File: config.mk
export PLATFORM = sky130hd
export DESIGN_NAME = immediate_extend_pipe
export DESIGN_NICKNAME = d
export VERILOG_FILES = /design/src/rtl/immediate_extend_pipe.sv
export SDC_FILE = /design/constraint.sdc
export NUM_CORES = 1
export LEC_CHECK = 0
export CAP_MARGIN = 15
export CORE_UTILIZATION = 55
export CTS_CLUSTER_SIZE = 20
export DETAILED_ROUTE_END_ITERATION = 10
export PLACE_DENSITY = 0.82
export SETUP_SLACK_MARGIN = 0.2
export SYNTH_ARGS = -nofsm -noshare
export SYNTH_HDL_FRONTEND = slang
export SYNTH_SLANG_ARGS = --single-unit
File: constraint.sdc
create_clock -name i_clk -period 4.4 [get_ports i_clk]
set_clock_uncertainty 0.15 [all_clocks]
set_input_delay 0.88 -clock i_clk [delete_from_list [all_inputs] [get_ports i_clk]]
set_output_delay 0.88 -clock i_clk [all_outputs]
set_load 0.1 [all_outputs]
File: src/rtl/immediate_extend_pipe.sv
// immediate_extend_pipe: decode-stage immediate generator (RV32/RV64) with a 2-entry skid buffer.
// Define IMMEDIATE_EXTEND_ZICSR_EN to decode SYSTEM CSR-immediate (zimm) forms as type Z.
module immediate_extend_pipe #(
    parameter int XLEN  = 32,
    parameter int TAG_W = 32
) (
    input  logic             i_clk,
    input  logic             i_arst_n,
    input  logic             i_valid,
    output logic             o_ready,
    input  logic [31:0]      i_instruction,
    input  logic [TAG_W-1:0] i_tag,
    output logic             o_valid,
    input  logic             i_ready,
    output logic [XLEN-1:0]  o_immediate,
    output logic [2:0]       o_immType,
    output logic             o_illegal,
    output logic [TAG_W-1:0] o_tag,
    input  logic             i_clearCount,
    output logic [15:0]      o_illegalCount
);

    // Handshake: a beat moves on a rising edge where valid && ready are both high; the
    // sender holds its payload until then, and o_ready depends only on registered state.

    localparam logic [2:0] TYPE_NONE = 3'd0;
    localparam logic [2:0] TYPE_I    = 3'd1;
    localparam logic [2:0] TYPE_S    = 3'd2;
    localparam logic [2:0] TYPE_B    = 3'd3;
    localparam logic [2:0] TYPE_U    = 3'd4;
    localparam logic [2:0] TYPE_J    = 3'd5;
`ifdef IMMEDIATE_EXTEND_ZICSR_EN
    localparam logic [2:0] TYPE_Z    = 3'd6;
`endif

    localparam logic [6:0] OP_LOAD     = 7'b0000011;
    localparam logic [6:0] OP_MISC_MEM = 7'b0001111;
    localparam logic [6:0] OP_OP_IMM   = 7'b0010011;
    localparam logic [6:0] OP_JALR     = 7'b1100111;
    localparam logic [6:0] OP_OP_IMM32 = 7'b0011011;
    localparam logic [6:0] OP_STORE    = 7'b0100011;
    localparam logic [6:0] OP_BRANCH   = 7'b1100011;
    localparam logic [6:0] OP_LUI      = 7'b0110111;
    localparam logic [6:0] OP_AUIPC    = 7'b0010111;
    localparam logic [6:0] OP_JAL      = 7'b1101111;
    localparam logic [6:0] OP_OP       = 7'b0110011;
    localparam logic [6:0] OP_OP32     = 7'b0111011;
    localparam logic [6:0] OP_SYSTEM   = 7'b1110011;

    typedef struct packed {
        logic [XLEN-1:0]  imm;
        logic [2:0]       imm_type;
        logic             illegal;
        logic [TAG_W-1:0] tag;
    } entry_t;

    // ------------------------------------------------------------------
    // Format extraction: each raw field is signed at its natural width so
    // the size cast below sign-extends from the format's top bit.
    // ------------------------------------------------------------------
    logic [6:0]         opcode;
    logic signed [11:0] raw_i;
    logic signed [11:0] raw_s;
    logic signed [12:0] raw_b;
    logic signed [31:0] raw_u;
    logic signed [20:0] raw_j;

    assign opcode = i_instruction[6:0];
    assign raw_i  = i_instruction[31:20];
    assign raw_s  = {i_instruction[31:25], i_instruction[11:7]};
    assign raw_b  = {i_instruction[31], i_instruction[7], i_instruction[30:25],
                     i_instruction[11:8], 1'b0};
    assign raw_u  = {i_instruction[31:12], 12'b0};
    assign raw_j  = {i_instruction[31], i_instruction[19:12], i_instruction[20],
                     i_instruction[30:21], 1'b0};

    logic [XLEN-1:0] imm_i;
    logic [XLEN-1:0] imm_s;
    logic [XLEN-1:0] imm_b;
    logic [XLEN-1:0] imm_u;
    logic [XLEN-1:0] imm_j;

    assign imm_i = XLEN'(raw_i);
    assign imm_s = XLEN'(raw_s);
    assign imm_b = XLEN'(raw_b);
    assign imm_u = XLEN'(raw_u);
    assign imm_j = XLEN'(raw_j);

`ifdef IMMEDIATE_EXTEND_ZICSR_EN
    // zimm is the rs1 field, zero-extended; funct3 == 0 is ECALL/EBREAK/xRET.
    logic [4:0]      zimm;
    logic [2:0]      funct3;
    logic [XLEN-1:0] imm_z;

    assign zimm   = i_instruction[19:15];
    assign funct3 = i_instruction[14:12];
    assign imm_z  = XLEN'(zimm);
`endif

    // ------------------------------------------------------------------
    // Opcode classification
    // ------------------------------------------------------------------
    entry_t dec_entry;

    always_comb begin
        dec_entry          = '0;
        dec_entry.tag      = i_tag;
        dec_entry.imm_type = TYPE_NONE;
        dec_entry.illegal  = 1'b0;
        dec_entry.imm      = '0;
        case (opcode)
            OP_LOAD, OP_MISC_MEM, OP_OP_IMM, OP_JALR: begin
                dec_entry.imm_type = TYPE_I;
                dec_entry.imm      = imm_i;
            end
            OP_OP_IMM32: begin
                if (XLEN == 64) begin
                    dec_entry.imm_type = TYPE_I;
                    dec_entry.imm      = imm_i;
                end else begin
                    dec_entry.illegal  = 1'b1;
                end
            end
            OP_STORE: begin
                dec_entry.imm_type = TYPE_S;
                dec_entry.imm      = imm_s;
            end
            OP_BRANCH: begin
                dec_entry.imm_type = TYPE_B;
                dec_entry.imm      = imm_b;
            end
            OP_LUI, OP_AUIPC: begin
                dec_entry.imm_type = TYPE_U;
                dec_entry.imm      = imm_u;
            end
            OP_JAL: begin
                dec_entry.imm_type = TYPE_J;
                dec_entry.imm      = imm_j;
            end
            OP_OP: begin
                dec_entry.imm_type = TYPE_NONE;
            end
            OP_OP32: begin
                if (XLEN != 64) begin
                    dec_entry.illegal = 1'b1;
                end
            end
            OP_SYSTEM: begin
`ifdef IMMEDIATE_EXTEND_ZICSR_EN
                if (funct3 != 3'b000) begin
                    dec_entry.imm_type = TYPE_Z;
                    dec_entry.imm      = imm_z;
                end
`else
                dec_entry.imm_type = TYPE_NONE;
`endif
            end
            default: begin
                dec_entry.illegal = 1'b1;
            end
        endcase
    end

    // ------------------------------------------------------------------
    // Two-entry buffer: main drives the outputs, skid catches the one beat
    // accepted while main is stalled.
    // ------------------------------------------------------------------
    logic   main_valid;
    logic   skid_valid;
    entry_t main_q;
    entry_t skid_q;
    logic   accept;
    logic   transfer;

    assign o_ready  = ~skid_valid;
    assign accept   = i_valid & ~skid_valid;
    assign transfer = main_valid & i_ready;

    always_ff @(posedge i_clk or negedge i_arst_n) begin
        if (!i_arst_n) begin
            main_valid <= 1'b0;
            skid_valid <= 1'b0;
            main_q     <= '0;
            skid_q     <= '0;
        end else if (transfer) begin
            // accept cannot coincide with a full skid, since o_ready is low then
            if (skid_valid) begin
                main_q     <= skid_q;
                skid_valid <= 1'b0;
            end else if (accept) begin
                main_q     <= dec_entry;
            end else begin
                main_valid <= 1'b0;
            end
        end else if (accept) begin
            if (main_valid) begin
                skid_q     <= dec_entry;
                skid_valid <= 1'b1;
            end else begin
                main_q     <= dec_entry;
                main_valid <= 1'b1;
            end
        end
    end

    assign o_valid     = main_valid;
    assign o_immediate = main_q.imm;
    assign o_immType   = main_q.imm_type;
    assign o_illegal   = main_q.illegal;
    assign o_tag       = main_q.tag;

    // ------------------------------------------------------------------
    // Saturating illegal-opcode counter; clear wins over increment.
    // ------------------------------------------------------------------
    logic [15:0] illegal_count;

    always_ff @(posedge i_clk or negedge i_arst_n) begin
        if (!i_arst_n) begin
            illegal_count <= '0;
        end else if (i_clearCount) begin
            illegal_count <= '0;
        end else if (accept && dec_entry.illegal && (illegal_count != 16'hFFFF)) begin
            illegal_count <= illegal_count + 16'd1;
        end
    end

    assign o_illegalCount = illegal_count;

endmodule

### After elaboration in Yosys (flattened, before gate mapping)

Index checks and enable logic that the tools add are counted.

* bits in registers: 154
* output and inout port bits: 86
* bits of input ports: 69
* word-level logic and storage cells: 61

* mux-type cells: 17
* add/sub/neg operators: 1
* equality and inequality tests: 15
* bitwise operators: 4
* reductions and logical operators: 13

Operators with widths (count)
* 2-to-1 mux 68 bit: 5
* case mux 32 bit (5 select lines): 1
* 2-to-1 mux 16 bit: 2
* == test 7 bit (second input constant): 4
* == test 7 x 6 -> 1 bit (second input constant): 3
* adder 16 x 1 -> 16 bit (second input constant): 1
* != test 16 bit (second input constant): 1
* case mux 3 bit (5 select lines): 1
* == test 7 x 5 -> 1 bit (second input constant): 2
* OR reduction 11 bit: 1
* AND reduction 3 bit: 3
* 2-to-1 mux 1 bit: 8
* nonzero test 2 bit: 4
* == test 7 x 2 -> 1 bit (second input constant): 1
* == test 7 x 4 -> 1 bit (second input constant): 1
* != test 2 bit (second input constant): 2
* OR reduction 4 bit: 1
* bitwise AND 1 bit: 2
* logical AND 1 bit: 2
* != test 2 x 1 -> 1 bit (second input constant): 1
* NOT 1 bit: 2
* AND reduction 2 bit: 1
* OR reduction 2 bit: 1

### Depth between registers and ports, before layout

Gate-level depths: netlist (run 1).

* depth after elaboration: 7
* depth in mapped cells: 9
* depth with buffers taken out: 7

### Least setup slack after synthesis (run 1)

No wires, ideal clock.

* kind: reg-to-reg
* from: register skid_valid
* to: register main_q (netlist bit o_immediate[27])
* cell stages (with the launch flop): 10
* arrival: 2.693 ns
* setup slack: 1.430 ns
* buffers on the path: 2
* required time: 4.124 ns
* path through: dfrtp_1 > inv_1 > nand2_1 > ha_1 > or3_1 > clkbuf_1 > clkbuf_1 > or3_1 > o21ai_0 > a21oi_1

* cells in the longest elaborated chain, start to end: 4

Ends and longest elaborated chain
* start: declaration: RTL line 169 `logic skid_valid;`
* start signal: assignment: RTL line 182 `skid_valid <= 1'b0;`
* start signal: assignment: RTL line 189 `skid_valid <= 1'b0;`
* start signal: assignment: RTL line 198 `skid_valid <= 1'b1;`
* NOT 1 bit *
* net o_ready: RTL line 10 `output logic o_ready,`
* bitwise AND 1 bit *: RTL line 176 `assign accept = i_valid & ~skid_valid;`
* nonzero test 2 bit (no line)
* AND reduction 3 bit (no line) *
* end signal: assignment: RTL line 188 `main_q <= skid_q;`
* end signal: assignment: RTL line 191 `main_q <= dec_entry;`
* end signal: assignment: RTL line 200 `main_q <= dec_entry;`
* end: declaration: RTL line 170 `entry_t main_q;`

The timed path passes the listed nets; every way through them passes the cells marked *.
A chain may end at the register's enable or synchronous reset.

### Worst setup path in the final report (run 1)

* from: register skid_valid
* to: output o_ready

* cells in the longest elaborated chain, start to end: 1

Ends and longest elaborated chain
* NOT 1 bit: RTL line 175 `assign o_ready = ~skid_valid;`
* end: declaration: RTL line 10

No other way between the ends.

==> reports/qor.txt, run 1 <==
========================================================================================
CTS Hold Bufs .............................................................            0
Final instance area .......................................................    9300 um^2
Startpoint type of the worst setup path ...................................     register
Die area ..................................................................   13400 um^2
Startpoint-to-endpoint class of the critical path ......................... register to output port
Syn Nets ..................................................................          875
Worst slew margin relative to its limit ...................................        29.1%
Post-synth top area cell .................................................. sky130_fd_sc_hd__dfrtp_1
1st-iter DRT viols ........................................................          603
Initial core utilization ..................................................        56.5%
Antenna violations before repair ..........................................            0
Fraction of final layout cells sized beyond drive strength 1 ..............        7.19%
Worst hold stages .........................................................            2
Transition at the pin with the smallest max-transition slack ..............      1.06 ns
Count of endpoints failing hold in the final timing report ................            0
Vias per cell .............................................................         5.80
Max FO, Critical Path .....................................................            5
Class of the tightest hold or removal check ............................... register to register
Number of placed instances with taps included .............................         1088
Vias in the first global route ............................................         6222
Clock Path Buffers ........................................................            2
CP Depth ..................................................................            2
Total core area ...........................................................   12600 um^2
DRC violations left .......................................................            0
Post-route antenna net violation count ....................................            0
Setup repair bufs after CTS ...............................................            0
Buffering stage count on the worst path with inverters included ...........            2
Number of clock buffers inserted by TritonCTS .............................           17
Yosys top cell area share .................................................        54.1%
Ratio of total power to cell area .........................................  863 nW/um^2
Commonest cells after routing, fill and taps aside ........................ sky130_fd_sc_hd__nand2_1 (219), sky130_fd_sc_hd__dfrtp_1 (154), sky130_fd_sc_hd__clkdlybuf4s50_1 (153)
I/O pin cnt ...............................................................          155
Required time of the critical path ........................................      3.37 ns
Leftover overflow at the end of global routing ............................            0
Post-synthesis cell count .................................................          804
First-pass GRT wire length ................................................     29900 um
Detailed Routing Iterations Pass 1 ........................................            5
Total via count in the routed design ......................................         6484
Peak supply drop ..........................................................     0.629 mV
H-tree level count ........................................................            4
Clk sink count ............................................................          154
DRT Wirelength ............................................................     18800 um
Total of warnings raised by yosys .........................................            0
Number of different library cells in the post-synthesis netlist ...........           59
Portion of the clock cycle consumed by the worst path in the final layout .        74.1%
Cell Area, Synth ..........................................................    7120 um^2
Leakage power of the design ...............................................      3.95 nW
Flops & latches, synth ....................................................          154
Drt wl/cell ...............................................................      16.8 um
Cell type of the slowest stage on the worst timing path ................... sky130_fd_sc_hd__clkdlybuf4s50_1
Per-instance average area after synthesis .................................    8.86 um^2
Sum of negative setup slack ...............................................         0 ns
Number of buffers added on ports ..........................................          154
Seq/Total Area, Yosys .....................................................        54.1%
Max-slew violation count ..................................................            0
Commonest non-fill, non-tap cell in the layout ............................ sky130_fd_sc_hd__nand2_1
Die width .................................................................       116 um
P&R area growth vs syn ....................................................        30.5%
Count of placed standard cells in the final layout, fillers left out ......         1118
Final worst path period need ..............................................      3.26 ns
PostCTS Resize Cnt ........................................................            0
Maximum single-stage delay on the critical path ...........................      1.20 ns
FP Rows ...................................................................           41
Worst Reg2Reg Path Length in Cells ........................................            7
Half-perimeter wire length after detailed placement .......................     12200 um
Maximum number of pins on one net before global-route repair ..............          116
Commonest register cell after synthesis ................................... sky130_fd_sc_hd__dfrtp_1
Placer Congestion .........................................................        0.849
Critical Path AT ..........................................................      2.23 ns
Outcome ................................................................... finished clean
Clock latency on the worst-skew pair ......................................      0.42 ns
Buffer cell driving the clock tree root ................................... sky130_fd_sc_hd__clkbuf_16
Worst slack, placed .......................................................     0.760 ns
Antenna Diode Count .......................................................            0
Count of flip-flops with a built-in enable after synthesis ................            0
Core occupancy in the finished layout .....................................        73.7%
Largest cells by area after synthesis ..................................... sky130_fd_sc_hd__dfrtp_1 (54%), sky130_fd_sc_hd__nand2_1 (12%), sky130_fd_sc_hd__a21oi_1 (4.8%), sky130_fd_sc_hd__nor2_1 (3.9%), sky130_fd_sc_hd__o21ai_0 (3.3%)
Kind of end point of the critical path ....................................  output port
Share of flip-flops with an asynchronous set or reset .....................         100%
Setup violations, final ...................................................            0
Placed Area ...............................................................    8750 um^2
Max-cap violations ........................................................            0
Die H .....................................................................       116 um
Top achievable clock speed ................................................      307 MHz
All-layer global routing usage ............................................        28.9%
Min setup slack post-route ................................................      1.14 ns
TritonCTS clock tree ......................................................          yes
Top cell family by delay on the critical path ............................. buffers and inverters
RSZ-0062 raised after global routing ......................................        false
Clock-pin slew of the registers on the worst-case setup and hold paths ....      0.06 ns
Cells along the critical path ............................................. inv_1 > clkdlybuf4s50_1
Total number of nets in the final design ..................................         1006
========================================================================================
[final timing paths]
check,startpoint,end,slack (ns)
min reg2reg,skid_q[4]$_DFFE_PN0P_,skid_q[4]$_DFFE_PN0P_,0.32
min,skid_q[4]$_DFFE_PN0P_,skid_q[4]$_DFFE_PN0P_,0.32
min in group asynchronous,i_arst_n,skid_q[0]$_DFFE_PN0P_,0.43
max reg2reg,skid_valid$_DFFE_PN0P_,o_immediate[25]$_DFFE_PN0P_,1.60
max in group asynchronous,i_arst_n,skid_q[45]$_DFFE_PN0P_,2.67
max,skid_valid$_DFFE_PN0P_,o_ready,1.14
[per-layer routing]
layer	vias to the layer above	GRT usage, %	share of wire, %
met4	0	12.3	2.3
met1	3130	38.8	42
met5	-	0	0
met3	38	5.81	7.5
li1	3024	-	-
met2	292	46.0	48
[cell usage after synthesis (3+ instances only)]
cell and number:
sky130_fd_sc_hd__a211oi_1 3, sky130_fd_sc_hd__a21o_1 3, sky130_fd_sc_hd__a21oi_1 69, sky130_fd_sc_hd__a221oi_1 8, sky130_fd_sc_hd__a22o_1 6, sky130_fd_sc_hd__a31oi_1 35, sky130_fd_sc_hd__and2_1 3, sky130_fd_sc_hd__buf_2 5
sky130_fd_sc_hd__clkbuf_1 44, sky130_fd_sc_hd__dfrtp_1 154, sky130_fd_sc_hd__inv_1 6, sky130_fd_sc_hd__nand2_1 219, sky130_fd_sc_hd__nand2b_1 4, sky130_fd_sc_hd__nand3_1 15, sky130_fd_sc_hd__nand4_1 5, sky130_fd_sc_hd__nor2_1 74
sky130_fd_sc_hd__nor2b_1 8, sky130_fd_sc_hd__nor4_1 3, sky130_fd_sc_hd__o21ai_0 47, sky130_fd_sc_hd__o21ai_1 10, sky130_fd_sc_hd__o31ai_1 5, sky130_fd_sc_hd__or3_1 27, sky130_fd_sc_hd__or4_1 4
[kinds of logic after synthesis]
group,after synthesis,synth area share (%)
flops,154,54.1
simple gates,378,23.2
fa+ha+maj,2,0.351
mux,6,1.04
compound gates,204,17.3
buf+inv,60,3.97
[report_power, final]
part	internal [W]	switching [W]
registers	0.00198	0.000333
clock network	0.000812	0.000549
logic	0.000992	0.00335
[registers in the layout, indices dropped and copies added, names as in the netlist]
| register | count |
|---|---|
| o_illegal | 1 |
| skid_q | 68 |
| o_illegalCount | 16 |
| o_valid | 1 |
| o_immediate | 32 |
| o_tag | 32 |
| o_immType | 3 |
| skid_valid | 1 |
[through the flow]
stage	hold WS, ns	total power, W
finish	0.324	0.00802
global route	0.349	0.00836
CTS	0.326	0.00804
detailed placement	0.312	0.00666
global placement	0.305	0.00655
floorplan	0.292	0.00556
[worst register-to-register path, stage by stage (launching register included)]
cell	delay (ns)
sky130_fd_sc_hd__dfrtp_1	0.42
sky130_fd_sc_hd__inv_1	0.19
sky130_fd_sc_hd__nand2_1	0.18
sky130_fd_sc_hd__ha_1	0.28
sky130_fd_sc_hd__or3_1	0.75
sky130_fd_sc_hd__or3_1	0.49
sky130_fd_sc_hd__o21ai_0	0.10
sky130_fd_sc_hd__a21oi_1	0.08
[area by class of cell]
cell class | instances | area [um^2]
clock buffers | 22 | 474
clock inverters | 8 | 71.3
fillers | 955 | 3320
inverters | 6 | 22.5
multi-input cells | 590 | 3030
flip-flops and latches | 154 | 3850
well taps | 172 | 215
repair buffers | 166 | 1630
No activity file was read; power rests on OpenSTA's default activity.
==> run 2: changes to the inputs <==
--- a/config.mk
+++ b/config.mk
@@ -6,10 +6,10 @@
 export NUM_CORES = 1
 export LEC_CHECK = 0
 export CAP_MARGIN = 15
-export CORE_UTILIZATION = 55
+export CORE_UTILIZATION = 46
 export CTS_CLUSTER_SIZE = 20
 export DETAILED_ROUTE_END_ITERATION = 10
-export PLACE_DENSITY = 0.82
+export PLACE_DENSITY = 0.72
 export SETUP_SLACK_MARGIN = 0.2
 export SYNTH_ARGS = -nofsm -noshare
 export SYNTH_HDL_FRONTEND = slang
==> constraint.sdc (replaced) <==
create_clock -name i_clk -period 2.98 [get_ports i_clk]
set_clock_uncertainty 0.15 [all_clocks]
set_input_delay 0.596 -clock i_clk [delete_from_list [all_inputs] [get_ports i_clk]]
set_output_delay 0.596 -clock i_clk [all_outputs]
set_load 0.1 [all_outputs]
==> run 2 against run 1 <==
  * Hold slack worse by 0.32 ns
  * Critical path depth grew 5
  * Global-route usage shrank 4.9 points
  * Non-clock buffer count up 23
  * Core utilization fell by 12 points
  * Routed wire length shrank 2.0%
  * Power up 48%
  * Sequential cell count stayed put
  * Largest cell class unchanged
  * Largest power group unchanged
  * Highest routed layer unchanged
==> reports/qor.txt, run 2 (same netlist as run 1, synthesis figures left out) <==
========================================================================================
Leakage power of the design ...............................................      4.20 nW   +6.2%
Final instance area .......................................................    9370 um^2   +0.75%
FP Rows ...................................................................           45   +9.8%
Detailed Routing Iterations Pass 1 ........................................            8   +3
Leftover overflow at the end of global routing ............................            0   unchanged
Placed Area ...............................................................    8760 um^2   about the same
TritonCTS clock tree ......................................................          yes
Portion of the clock cycle consumed by the worst path in the final layout .        84.2%
RR Startpoint ............................................................. skid_valid$_DFFE_PN0P_
Most flop-heavy register ..................................................       skid_q
Cell type of the slowest stage on the worst timing path ................... sky130_fd_sc_hd__a21oi_1
Required time of the critical path ........................................      3.10 ns   -0.27 ns
Vias per cell .............................................................         5.41   -6.7%
Final worst path period need ..............................................      2.51 ns
Kind of end point of the critical path ....................................     register
H-tree level count ........................................................            4   unchanged
Setup violations, final ...................................................            0   unchanged
Antenna Diode Count .......................................................            0   unchanged
Most prevalent standard cell on the critical path ......................... sky130_fd_sc_hd__a21oi_1
Max-cap violations ........................................................            0   unchanged
Maximum number of pins on one net before global-route repair ..............           66   -43%
Initial core utilization ..................................................        47.0%   -9.4 points
All-layer global routing usage ............................................        24.0%   -4.9 points
Antenna violations before repair ..........................................            0   unchanged
First-pass GRT wire length ................................................     30300 um   +1.2%
Capturing instance or port of the critical path ........................... skid_q[66]$_DFFE_PN0P_
Die H .....................................................................       126 um   +9.2%
Commonest cells after routing, fill and taps aside ........................ sky130_fd_sc_hd__nand2_1 (219), sky130_fd_sc_hd__dfrtp_1 (153), sky130_fd_sc_hd__buf_4 (119)
Buffering stage count on the worst path with inverters included ...........            2   unchanged
Number of buffers added on ports ..........................................          154   unchanged
Number of placed instances with taps included .............................         1127   +3.6%
Fraction of final layout cells sized beyond drive strength 1 ..............        18.8%   +12 points
P&R area growth vs syn ....................................................        31.5%
Total via count in the routed design ......................................         6272   -3.3%
Clock Path Buffers ........................................................            2   unchanged
Peak supply drop ..........................................................     0.693 mV   +10%
1st-iter DRT viols ........................................................          518   -14%
RSZ-0062 raised after global routing ......................................        false
Die area ..................................................................   16000 um^2   +19%
Top achievable clock speed ................................................      399 MHz
Setup repair bufs after CTS ...............................................            0   unchanged
CTS Hold Bufs .............................................................            0   unchanged
Number of flip-flops in the largest register ..............................           68   unchanged
Top cell family by delay on the critical path ............................. compound AO/OA/AOI/OAI gates
DRC violations left .......................................................            0   unchanged
Total core area ...........................................................   15100 um^2   +20%
Clk sink count ............................................................          154   unchanged
Max FO, Critical Path .....................................................           11   +6
Transition at the pin with the smallest max-transition slack ..............     0.911 ns   -0.153 ns
Startpoint type of the worst setup path ...................................   input port
Cells along the critical path ............................................. clkdlybuf4s50_1 > buf_4 > nor2_1 > o21ai_0 > a21oi_2 > a21oi_1 > a21oi_1
Max-slew violation count ..................................................            0   unchanged
Clock latency on the worst-skew pair ......................................      0.42 ns   about the same
Drt wl/cell ...............................................................      15.9 um   -5.5%
PostCTS Resize Cnt ........................................................            0   unchanged
Worst Reg2Reg Path Length in Cells ........................................            7   unchanged
Buffer cell driving the clock tree root ................................... sky130_fd_sc_hd__clkbuf_16
Clock-pin slew of the registers on the worst-case setup and hold paths ....      0.06 ns   about the same
Outcome ................................................................... finished clean
Reg2reg setup slack .......................................................      0.57 ns   -1.03 ns
Commonest non-fill, non-tap cell in the layout ............................ sky130_fd_sc_hd__nand2_1
Vias in the first global route ............................................         5978   -3.9%
Count of placed standard cells in the final layout, fillers left out ......         1159   +3.7%
Startpoint-to-endpoint class of the critical path ......................... input port to register
CP Depth ..................................................................            7   +5
Half-perimeter wire length after detailed placement .......................     12300 um   +0.48%
Critical Path AT ..........................................................      2.62 ns   +0.39 ns
Die width .................................................................       126 um   +9.2%
Post-route antenna net violation count ....................................            0   unchanged
Class of the tightest hold or removal check ............................... input port to async pin
Ratio of total power to cell area ......................................... 1270 nW/um^2   +47%
Origin of the worst setup path ............................................ i_instruction[6]
Sum of negative setup slack ...............................................         0 ns   unchanged
I/O pin cnt ...............................................................          155   unchanged
Number of clock buffers inserted by TritonCTS .............................           17   unchanged
Maximum single-stage delay on the critical path ...........................      0.74 ns   -0.46 ns
Total number of nets in the final design ..................................         1029   +2.3%
Worst reg2reg path endpoint ............................................... o_immediate[29]$_DFFE_PN0P_
Core occupancy in the finished layout .....................................        61.9%   -12 points
Worst slew margin relative to its limit ...................................        39.2%   +10 points
Placer Congestion .........................................................        0.833   -1.9%
DRT Wirelength ............................................................     18400 um   -2.0%
Count of endpoints failing hold in the final timing report ................            0   unchanged
Overall power consumption .................................................     0.0119 W   +48%
========================================================================================
run 2: changes by cell type in the layout (fill, tap and decap cells not counted), sizes merged:
cell,change
bufinv,+1
buf,+109
clkinvlp,+1
clkdlybuf4s50,-86
run 2: layer usage:
layer  part of all wire [%]  track usage (%)  routed length, um
met1                     48             33.5               8770
met2                     45             37.9               8350
met3                    5.9             4.68               1090
met4                    1.0             7.51                187
met5                      0                0                  0
run 2: stage by stage:
| stage | setup slack, ns | hold WS (ns) |
|---|---|---|
| after floorplan | 0.280 | 0.150 |
| after global placement | 0.0886 | 0.305 |
| after detailed placement | 0.0493 | 0.312 |
| after CTS | 0.472 | 0.0284 |
| after global routing | 0.276 | 0.0475 |
| final | 0.471 | 0.00642 |
run 2: report_power, final:
group,leakage [nW],internal [W],switching [W],total [W]
Combinational,1.99,0.00137,0.00493,0.00631
Clock,0.302,0.00134,0.000860,0.00220
Sequential,1.91,0.00293,0.000464,0.00339
Total,4.20,0.00564,0.00626,0.0119
run 2: worst min path at each step:
stage / from / to / depth (start not counted)
global placement: skid_q[36]$_DFFE_PN0P_ / skid_q[36]$_DFFE_PN0P_ / 2
floorplan: i_arst_n / o_illegal$_DFFE_PN0P_ / 0
CTS: i_arst_n / skid_q[28]$_DFFE_PN0P_ / 1
global route: i_arst_n / o_tag[28]$_DFFE_PN0P_ / 1
finish: i_arst_n / o_tag[28]$_DFFE_PN0P_ / 1
detailed placement: skid_q[0]$_DFFE_PN0P_ / skid_q[0]$_DFFE_PN0P_ / 2
run 2: cell type report:
class                           count  area (um^2)
Multi-Input combinational cell    590         3030
Tap cell                          188          235
Clock buffer                       22          494
Sequential cell                   154         3850
Clock inverter                     10          114
Inverter                            6         26.3
Timing Repair Buffer              189         1620
Fill cell                        1351         5780
==> run 3: changes to the inputs <==
--- a/config.mk
+++ b/config.mk
@@ -6,10 +6,10 @@
 export NUM_CORES = 1
 export LEC_CHECK = 0
 export CAP_MARGIN = 15
-export CORE_UTILIZATION = 46
+export CORE_UTILIZATION = 51
 export CTS_CLUSTER_SIZE = 20
 export DETAILED_ROUTE_END_ITERATION = 10
-export PLACE_DENSITY = 0.72
+export PLACE_DENSITY = 0.76
 export SETUP_SLACK_MARGIN = 0.2
 export SYNTH_ARGS = -nofsm -noshare
 export SYNTH_HDL_FRONTEND = slang
==> constraint.sdc (replaced) <==
create_clock -name i_clk -period 2.4 [get_ports i_clk]
set_clock_uncertainty 0.15 [all_clocks]
set_input_delay 0.48 -clock i_clk [delete_from_list [all_inputs] [get_ports i_clk]]
set_output_delay 0.48 -clock i_clk [all_outputs]
set_load 0.1 [all_outputs]
==> run 3 against run 2 <==
  * Cell count is 1.6% higher
  * First-iteration DRC count is 25% higher
  * Routed wire length is 10% higher
  * Register-to-register slack worse by 0.28 ns
  * Combinational power is 32% higher
==> reports/qor.txt, run 3 (same netlist as run 1, synthesis figures left out) <==
========================================================================================
Setup violations, final ...................................................            0   unchanged
First-pass GRT wire length ................................................     33000 um   +9.0%
Max FO, Critical Path .....................................................            6   -5
Die width .................................................................       120 um   -5.0%
Half-perimeter wire length after detailed placement .......................     13600 um   +11%
Total number of nets in the final design ..................................         1061   +3.1%
Routed length on met3 .....................................................      1410 um   +29%
Commonest non-fill, non-tap cell in the layout ............................ sky130_fd_sc_hd__nand2_1
Clock-pin slew of the registers on the worst-case setup and hold paths ....      0.06 ns   about the same
Outcome ................................................................... finished clean
Number of buffers added on ports ..........................................          154   unchanged
TritonCTS clock tree ......................................................          yes
Vias per cell .............................................................         5.76   +6.5%
DRT Wirelength ............................................................     20300 um   +10%
Required time of the critical path ........................................      2.58 ns   -0.52 ns
Top metal layer carrying routed signals ...................................         met4
Clock Path Buffers ........................................................            2   unchanged
Fraction of final layout cells sized beyond drive strength 1 ..............        24.0%   +5.1 points
Post-route antenna net violation count ....................................            0   unchanged
DRC violations left .......................................................            0   unchanged
Clk sink count ............................................................          154   unchanged
Peak supply drop ..........................................................     0.890 mV   +28%
Antenna Diode Count .......................................................            0   unchanged
Buffer cell driving the clock tree root ................................... sky130_fd_sc_hd__clkbuf_16
Final worst path period need ..............................................      2.15 ns
Total via count in the routed design ......................................         6790   +8.3%
Metal1 wirelength .........................................................      8560 um   -2.4%
Portion of the clock cycle consumed by the worst path in the final layout .        89.8%
Fillcell total ............................................................          989   -27%
Critical Path AT ..........................................................      2.34 ns   -0.28 ns
Count of endpoints failing hold in the final timing report ................            0   unchanged
Most flop-heavy register ..................................................       skid_q
Leakage power of the design ...............................................      4.40 nW   +4.9%
FP Rows ...................................................................           42   -6.7%
Antenna violations before repair ..........................................            0   unchanged
Min setup slack post-route ................................................     0.245 ns   -0.225 ns
Number of flip-flops in the largest register ..............................           68   unchanged
Kind of end point of the critical path ....................................     register
Startpoint-to-endpoint class of the critical path ......................... input port to register
Placer Congestion .........................................................        0.861   +3.4%
Commonest cells after routing, fill and taps aside ........................ sky130_fd_sc_hd__nand2_1 (217), sky130_fd_sc_hd__buf_4 (138), sky130_fd_sc_hd__dfrtp_1 (136)
Ratio of total power to cell area ......................................... 1550 nW/um^2   +22%
Total core area ...........................................................   13500 um^2   -11%
Drt wl/cell ...............................................................      17.2 um   +8.3%
Top achievable clock speed ................................................      464 MHz
Class of the tightest hold or removal check ............................... register to register
WL met2 ...................................................................      9990 um   +20%
Number of clock buffers inserted by TritonCTS .............................           17   unchanged
Startpoint type of the worst setup path ...................................   input port
Worst slew margin relative to its limit ...................................        63.0%   +24 points
P&R area growth vs syn ....................................................        38.2%
Detailed Routing Iterations Pass 1 ........................................            5   -3
All-layer global routing usage ............................................        29.1%   +5.1 points
Die area ..................................................................   14400 um^2   -9.7%
Final instance area .......................................................    9850 um^2   +5.1%
Maximum number of pins on one net before global-route repair ..............           58   -12%
Max-slew violation count ..................................................            0   unchanged
RSZ-0062 raised after global routing ......................................         true
Clock latency on the worst-skew pair ......................................      0.42 ns   about the same
Worst slack, placed .......................................................    -0.371 ns   -0.421 ns
Die H .....................................................................       120 um   -5.0%
1st-iter DRT viols ........................................................          646   +25%
Leftover overflow at the end of global routing ............................            0   unchanged
I/O pin cnt ...............................................................          155   unchanged
Transition at the pin with the smallest max-transition slack ..............     0.555 ns   -0.357 ns
Initial core utilization ..................................................        53.0%   +5.9 points
H-tree level count ........................................................            4   unchanged
Placed Area ...............................................................    9130 um^2   +4.2%
Vias in the first global route ............................................         6655   +11%
Max-cap violations ........................................................            0   unchanged
========================================================================================
run 3: changes by cell type in the layout (fill, tap and decap cells not counted), moves of 8 or more:
cell	change
sky130_fd_sc_hd__buf_4	+19
sky130_fd_sc_hd__buf_12	+9
sky130_fd_sc_hd__dfrtp_2	+10
sky130_fd_sc_hd__dfrtp_1	-17
sky130_fd_sc_hd__o21ai_0	-8
run 3: through the flow:
stage / TNS [ns] / util [%] / hold slack (ns) / total power (W) / cells
after detailed placement: -18.10 / 67.9 / 0.312 / 0.0125 / 1142
final: 0 / 73.2 / 0.322 / 0.0153 / 1178
after floorplan: -0.639 / - / 0.0344 / 0.0103 / 804
after global placement: -11.94 / 67.9 / 0.307 / 0.0123 / 1142
after global routing: 0 / 73.2 / 0.332 / 0.0159 / 1178
after CTS: 0 / 72.7 / 0.327 / 0.0153 / 1176
run 3: what timing repair did:
action,4_1_cts,5_1_grt
gates resized for setup,7,12
pin swaps,1,4
gates cloned,2,0
hold endpoints to repair,55,0
setup endpoints to repair,14,75
setup buffers,0,2
hold buffers,1,0
run 3: final cells by class:
| class | count | area (um^2) | share of cell area [%] |
|---|---|---|---|
| Sequential cell | 154 | 3890 | 39.5 |
| Clock buffer | 22 | 484 | 4.92 |
| Clock inverter | 9 | 114 | 1.16 |
| Inverter | 6 | 26.3 | 0.267 |
| Multi-Input combinational cell | 592 | 3140 | 31.9 |
| Timing Repair Buffer | 219 | 1960 | 20.0 |
| Tap cell | 176 | 220 | 2.24 |
run 3: path summary, 6_finish.rpt:
path	startpoint	endpoint	slack (ns)	cells past startpoint
hold / removal	skid_q[24]$_DFFE_PN0P_	skid_q[24]$_DFFE_PN0P_	0.32	2
setup / recovery	i_instruction[4]	o_illegalCount[14]$_DFFE_PN0P_	0.25	6
min in group asynchronous	i_arst_n	o_illegalCount[1]$_DFFE_PN0P_	0.44	2
max in group asynchronous	i_arst_n	o_tag[30]$_DFFE_PN0P_	0.96	3
setup reg to reg	skid_valid$_DFFE_PN0P_	o_immediate[15]$_DFFE_PN0P_	0.29	8
hold reg to reg	skid_q[24]$_DFFE_PN0P_	skid_q[24]$_DFFE_PN0P_	0.32	2
run 3: worst max-delay path: stages:
cell and delay (ns):
sky130_fd_sc_hd__clkdlybuf4s50_1 0.51, sky130_fd_sc_hd__nand2b_1 0.19, sky130_fd_sc_hd__a211oi_4 0.08, sky130_fd_sc_hd__a211o_4 0.38
sky130_fd_sc_hd__or4_1 0.52, sky130_fd_sc_hd__a21oi_1 0.18
run 3: power breakdown:
group	switching [W]	internal, W	total (W)	leakage (nW)
logic	0.00633	0.00198	0.00831	2.23
registers	0.000612	0.00364	0.00426	1.88
clock network	0.00105	0.00164	0.00269	0.297
total	0.00799	0.00727	0.0153	4.40
run 3: routing by layer:
| metal | vias to the layer above | GRT usage [%] |
|---|---|---|
| li1 | 3142 | - |
| met2 | 271 | 47.7 |
| met5 | - | 0 |
| met1 | 3348 | 37.9 |
| met3 | 29 | 7.59 |
| met4 | 0 | 8.98 |
